--- src/rtl/axil_sum_master.sv ---
`default_nettype none
// ============================================================================
// Module      : axil_sum_master
// Description : AXI4-Lite initiator that drives the adder slave without a
//               processor. On start it writes operand A (BASE+0x0) and
//               operand B (BASE+0x4), then reads the sum (BASE+0x8). It
//               presents rdata[7:0] on sum with a one-cycle done strobe.
// Ports       : clock_rtl / reset_rtl_0 - clock, async active-low reset
//               start, op_a, op_b        - sequence request and operands
//               sum, done, busy, error   - result, strobe, status, sticky err
//               m_axi_*                  - AXI4-Lite master channels
// Revision    : 1.0 - initial release
// ============================================================================
module axil_sum_master #(
  parameter int unsigned           ADDR_WIDTH = 32,
  parameter logic [ADDR_WIDTH-1:0] BASE_ADDR  = ADDR_WIDTH'(32'h44A0_0000)
) (
  input  logic                  clock_rtl,
  input  logic                  reset_rtl_0,
  input  logic                  start,
  input  logic [7:0]            op_a,
  input  logic [7:0]            op_b,
  output logic [7:0]            sum,
  output logic                  done,
  output logic                  busy,
  output logic                  error,
  output logic [ADDR_WIDTH-1:0] m_axi_awaddr,
  output logic [2:0]            m_axi_awprot,
  output logic                  m_axi_awvalid,
  input  logic                  m_axi_awready,
  output logic [31:0]           m_axi_wdata,
  output logic [3:0]            m_axi_wstrb,
  output logic                  m_axi_wvalid,
  input  logic                  m_axi_wready,
  input  logic [1:0]            m_axi_bresp,
  input  logic                  m_axi_bvalid,
  output logic                  m_axi_bready,
  output logic [ADDR_WIDTH-1:0] m_axi_araddr,
  output logic [2:0]            m_axi_arprot,
  output logic                  m_axi_arvalid,
  input  logic                  m_axi_arready,
  input  logic [31:0]           m_axi_rdata,
  input  logic [1:0]            m_axi_rresp,
  input  logic                  m_axi_rvalid,
  output logic                  m_axi_rready
);

  localparam logic [ADDR_WIDTH-1:0] ADDR_A   = BASE_ADDR;
  localparam logic [ADDR_WIDTH-1:0] ADDR_B   = BASE_ADDR + ADDR_WIDTH'(4);
  localparam logic [ADDR_WIDTH-1:0] ADDR_SUM = BASE_ADDR + ADDR_WIDTH'(8);

  typedef enum logic [2:0] {
    IDLE = 3'd0,
    WR_A = 3'd1,
    BR_A = 3'd2,
    WR_B = 3'd3,
    BR_B = 3'd4,
    AR   = 3'd5,
    RD   = 3'd6
  } state_t;

  state_t                  state_q, state_d;
  logic [7:0]              op_b_q, op_b_d;
  logic [ADDR_WIDTH-1:0]   awaddr_q, awaddr_d;
  logic [ADDR_WIDTH-1:0]   araddr_q, araddr_d;
  logic [31:0]             wdata_q, wdata_d;
  logic                    awvalid_q, awvalid_d;
  logic                    wvalid_q, wvalid_d;
  logic                    bready_q, bready_d;
  logic                    arvalid_q, arvalid_d;
  logic                    rready_q, rready_d;
  logic [7:0]              sum_q, sum_d;
  logic                    done_q, done_d;
  logic                    busy_q, busy_d;
  logic                    error_q, error_d;

  // A channel is still pending if its valid is up and not being accepted now.
  logic aw_pend, w_pend;
  assign aw_pend = awvalid_q & ~m_axi_awready;
  assign w_pend  = wvalid_q  & ~m_axi_wready;

  // Only the low byte of the read data carries the sum.
  logic unused_rdata_hi;
  assign unused_rdata_hi = ^m_axi_rdata[31:8];

  always_comb begin
    state_d   = state_q;
    op_b_d    = op_b_q;
    awaddr_d  = awaddr_q;
    araddr_d  = araddr_q;
    wdata_d   = wdata_q;
    awvalid_d = aw_pend;
    wvalid_d  = w_pend;
    sum_d     = sum_q;
    error_d   = error_q;
    done_d    = 1'b0;

    case (state_q)
      IDLE: begin
        if (start) begin
          op_b_d    = op_b;
          error_d   = 1'b0;
          awaddr_d  = ADDR_A;
          wdata_d   = {24'h0, op_a};
          awvalid_d = 1'b1;
          wvalid_d  = 1'b1;
          state_d   = WR_A;
        end
      end
      WR_A: if (!aw_pend && !w_pend) state_d = BR_A;
      BR_A: begin
        if (m_axi_bvalid) begin
          if (m_axi_bresp != 2'b00) error_d = 1'b1;
          awaddr_d  = ADDR_B;
          wdata_d   = {24'h0, op_b_q};
          awvalid_d = 1'b1;
          wvalid_d  = 1'b1;
          state_d   = WR_B;
        end
      end
      WR_B: if (!aw_pend && !w_pend) state_d = BR_B;
      BR_B: begin
        if (m_axi_bvalid) begin
          if (m_axi_bresp != 2'b00) error_d = 1'b1;
          araddr_d = ADDR_SUM;
          state_d  = AR;
        end
      end
      AR: if (m_axi_arready) state_d = RD;
      RD: begin
        if (m_axi_rvalid) begin
          sum_d = m_axi_rdata[7:0];
          if (m_axi_rresp != 2'b00) error_d = 1'b1;
          done_d  = 1'b1;
          state_d = IDLE;
        end
      end
      default: state_d = IDLE;
    endcase

    // Readies, arvalid and busy are pure functions of the next state, so
    // registering them keeps every output flop-driven.
    bready_d  = (state_d == BR_A) || (state_d == BR_B);
    arvalid_d = (state_d == AR);
    rready_d  = (state_d == RD);
    busy_d    = (state_d != IDLE);
  end

  always_ff @(posedge clock_rtl or negedge reset_rtl_0) begin
    if (!reset_rtl_0) begin
      state_q   <= IDLE;
      op_b_q    <= 8'h00;
      awaddr_q  <= '0;
      araddr_q  <= '0;
      wdata_q   <= 32'h0;
      awvalid_q <= 1'b0;
      wvalid_q  <= 1'b0;
      bready_q  <= 1'b0;
      arvalid_q <= 1'b0;
      rready_q  <= 1'b0;
      sum_q     <= 8'h00;
      done_q    <= 1'b0;
      busy_q    <= 1'b0;
      error_q   <= 1'b0;
    end else begin
      state_q   <= state_d;
      op_b_q    <= op_b_d;
      awaddr_q  <= awaddr_d;
      araddr_q  <= araddr_d;
      wdata_q   <= wdata_d;
      awvalid_q <= awvalid_d;
      wvalid_q  <= wvalid_d;
      bready_q  <= bready_d;
      arvalid_q <= arvalid_d;
      rready_q  <= rready_d;
      sum_q     <= sum_d;
      done_q    <= done_d;
      busy_q    <= busy_d;
      error_q   <= error_d;
    end
  end

  assign sum           = sum_q;
  assign done          = done_q;
  assign busy          = busy_q;
  assign error         = error_q;
  assign m_axi_awaddr  = awaddr_q;
  assign m_axi_awprot  = 3'b000;
  assign m_axi_awvalid = awvalid_q;
  assign m_axi_wdata   = wdata_q;
  assign m_axi_wstrb   = 4'hF;
  assign m_axi_wvalid  = wvalid_q;
  assign m_axi_bready  = bready_q;
  assign m_axi_araddr  = araddr_q;
  assign m_axi_arprot  = 3'b000;
  assign m_axi_arvalid = arvalid_q;
  assign m_axi_rready  = rready_q;

endmodule
`default_nettype wire

--- config.mk ---
export PLATFORM = sky130hd
export DESIGN_NAME = axil_sum_master
export DESIGN_NICKNAME = d
export VERILOG_FILES = /design/src/rtl/axil_sum_master.sv
export SDC_FILE = /design/constraint.sdc
export NUM_CORES = 1
export LEC_CHECK = 0
export ABC_AREA = 1
export BUFFER_PORTS_ARGS = -buffer_cell sky130_fd_sc_hd__buf_2
export CORE_AREA = 2 2 96 98
export DETAILED_ROUTE_END_ITERATION = 10
export DIE_AREA = 0 0 98 100
export PLACE_DENSITY = 0.62
export SYNTH_ARGS = -nofsm -noshare
export SYNTH_HDL_FRONTEND = slang
export SYNTH_SLANG_ARGS = --single-unit
--- constraint.sdc ---
create_clock -name clock_rtl -period 1.8 [get_ports clock_rtl]
set_input_delay 0.18 -clock clock_rtl [delete_from_list [all_inputs] [get_ports clock_rtl]]
set_output_delay 0.18 -clock clock_rtl [all_outputs]
set_load 0.02 [all_outputs]
==> out/qor.yml <==
clocking:
  cts_buffer_depth: 2
  clockRootBuffer: "clkbuf_8"
  insertion_delay_ns: 0.28
  postCtsHoldBufs: 1
  cts_tree: "built"
  cts-buffers-inserted: 5
  cts_resized: 0
  cts_htree_levels: 2
  clk_pin_slew_ns: 0.07
  cts.sinks: 38
  post_cts_buffers: 0
routing:
  drt-initial-drc-count: 32
  wl_per_cell_microns: 9.26
  drc: 0
  vias_per_cell: 3.57
  wirelength_microns: 4370
  antenna_left: 0
  routed-via-count: 1683
  first_pass_iters: 4
global_routing:
  grt_pass1_wl_microns: 7030
  grt_max_degree: 39
  track_usage: 0.0887
  antenna_found_initial: 0
  grt_overflow: 0
  grt_pass1_vias: 1502
sta:
  period_minus_slack_ns: 1.48
  slew_violations: 0
  fmax_mhz: 674
  post-route-worst-setup-slack_ns: 0.315
  fin_worst_skew_ns: 0.00462
  setup_viol: 0
  post-route-period-util: 0.825
  final.setup.tns_ns: 0
  finalHoldViolCount: 0
  rsz0062_at_grt: "false"
die:
  die_area_sq_um: 9800
  ios: 182
  die_w_microns: 98
  start_util: 0.270
  core-area_sq_um: 8890
  rows: 35
  die_h_microns: 100
critical_path:
  path_class: "reg -> reg"
  cp-end-kind: "flop"
  crit_fanout: 9
  cp_data_required_time_ns: 1.97
  arrival_ns: 1.65
  start_kind: "flop"
pwr:
  power.density_nw_per_um2: 1520
  pwr-share-seq: 0.377
  swShare: 0.468
  fin_total_pwr_mw: 3.90
  worst_ir_drop_vdd_mv: 0.292
  p_int_mw: 2.07
  clock_power_share: 0.137
  leakagePower_nw: 1.53
  comb_power_share: 0.487
  p_sw_mw: 1.82
cells_and_area:
  drive_gt1_frac: 0.255
  nNetsFinal: 421
  num_antenna_cells: 0
  syn2layout_area_growth_pct: 6.72
  post-route-util: 0.289
job:
  drv_cap: 0
logic_synthesis:
  synth_cells: 295
  synth.avg_cell_area_sq_um: 8.15
  yosysSeqAreaShare: 0.396
  ys_types: 23
  yosysWarnings: 0
  syn_area_sq_um: 2400
  synth_seq_cells: 38
placement:
  pre_cts_slack_ns: 0.316
  port_buffers: 69
  gp_congestion: 0.802
  hpwl_microns: 3570
hold_path:
  hold_path_class: "in -> reg"
run_status:
  outcome: "finished, final reports clean"
-- layout make-up --
type / instances / area, sq um
Clock buffer: 7 / 76.3
Fill cell: 993 / 6320
Inverter: 24 / 92.6
Multi-Input combinational cell: 221 / 943
Sequential cell: 38 / 951
Tap cell: 111 / 139
Timing Repair Buffer: 71 / 363
-- flip-flops by register name (all words and copies together), names as in the netlist --
signal / cells
error: 1
done: 1
m_axi_arvalid: 1
m_axi_bready: 1
busy: 1
m_axi_awvalid: 1
m_axi_wvalid: 1
m_axi_awaddr: 2
m_axi_rready: 1
m_axi_wdata: 8
op_b_q: 8
state_q: 3
m_axi_araddr: 1
sum: 8
-- metrics by stage --
step / cells / hold slack (ns) / area (sq um)
after floorplan: 381 / -0.116 / 2730
after global placement: 464 / 0.256 / 2480
after detailed placement: 464 / 0.264 / 2480
after CTS: 472 / 0.0813 / 2560
after global routing: 472 / 0.0866 / 2560
final: 472 / 0.0901 / 2560
-- path summary, 6_finish.rpt --
| path | startpoint | slack (ns) | endpoint | cells after the start |
|---|---|---|---|---|
| hold / removal | m_axi_rdata[3] | 0.09 | sum[3] | 3 |
| hold reg to reg | sum[1] | 0.48 | sum[1] | 2 |
| max in group asynchronous | reset_rtl_0 | 0.99 | op_b_q[0] | 3 |
| setup / recovery | state_q[2] | 0.32 | sum[7] | 6 |
| min in group asynchronous | reset_rtl_0 | 0.47 | sum[0] | 3 |
| setup reg to reg | state_q[2] | 0.32 | sum[7] | 6 |
-- cell usage in the layout, fill, tap and decap left out --
master          n
a21oi_1         1
buf_2          69
buf_4           1
clkbuf_1        2
clkbuf_8        5
clkinv_1        1
conb_1         88
dfrtp_1        38
dlygate4sd3_1   1
inv_1          19
inv_2           3
inv_4           1
nand2_1        84
nand2_4         1
nand3_1        10
nand3_4         1
nand4_1         1
nor2_1         12
nor2_2          1
nor2_4          1
o21ai_0        11
o21ai_2         7
o21ai_4         1
o22ai_1         1
or2_2           1
-- metal layers --
layer  global-route usage  share of wire  vias to the layer above
met2                0.161           0.51                       75
met5                    0              0                        -
met1                0.101           0.40                      759
met4               0.0385          0.019                        0
li1                     -              -                      842
met3               0.0188          0.073                        7
-- synthesized netlist by cell type --
| master | count | area (sq um) |
|---|---|---|
| nand2_4 | 1 | 11.3 |
| clkinv_1 | 1 | 3.75 |
| o21ai_2 | 7 | 61.3 |
| nand3_1 | 10 | 50.1 |
| nor2_1 | 12 | 45.0 |
| nor2_4 | 1 | 11.3 |
| inv_2 | 3 | 11.3 |
| nand4_1 | 1 | 6.26 |
| o21ai_0 | 11 | 55.1 |
| clkbuf_1 | 1 | 3.75 |
| o22ai_1 | 1 | 6.26 |
| dfrtp_1 | 38 | 951 |
| or2_2 | 1 | 6.26 |
| buf_6 | 2 | 22.5 |
| inv_1 | 19 | 71.3 |
| buf_4 | 95 | 713 |
| nand3_4 | 1 | 17.5 |
| o21ai_4 | 1 | 16.3 |
| inv_4 | 1 | 6.26 |
| nor2_2 | 1 | 6.26 |
| nand2_1 | 84 | 315 |
| a21oi_1 | 1 | 5.00 |
| conb_1 | 2 | 7.51 |
-- kinds of logic (layout without fill, tap and decap cells) --
group                  after synthesis  after routing  share of synthesized area
buffers and inverters              122            102                      0.346
AND/OR/NAND/NOR                    112            112                      0.195
flip-flops                          38             38                      0.396
AO/OA/AOI/OAI                       21             21                     0.0599
other                                2             88                    0.00312
-- critical path, stage by stage, from the launching register on --
cell      delay (ns)
dfrtp_1         0.49
nand2_1         0.11
nor2_1          0.05
nand2_1         0.25
clkinv_1        0.30
nand2_1         0.12
nand2_1         0.07
-- power groups by stage --
stage / combinational [mW] / clock (mW) / sequential, mW
final: 1.90 / 0.533 / 1.47
after global routing: 2.15 / 0.591 / 1.53
after detailed placement: 1.93 / 0 / 1.48
after CTS: 1.94 / 0.570 / 1.47
after floorplan: 1.28 / 0 / 1.75
after global placement: 1.89 / 0 / 1.46
Power figures use the tool's default switching activity.
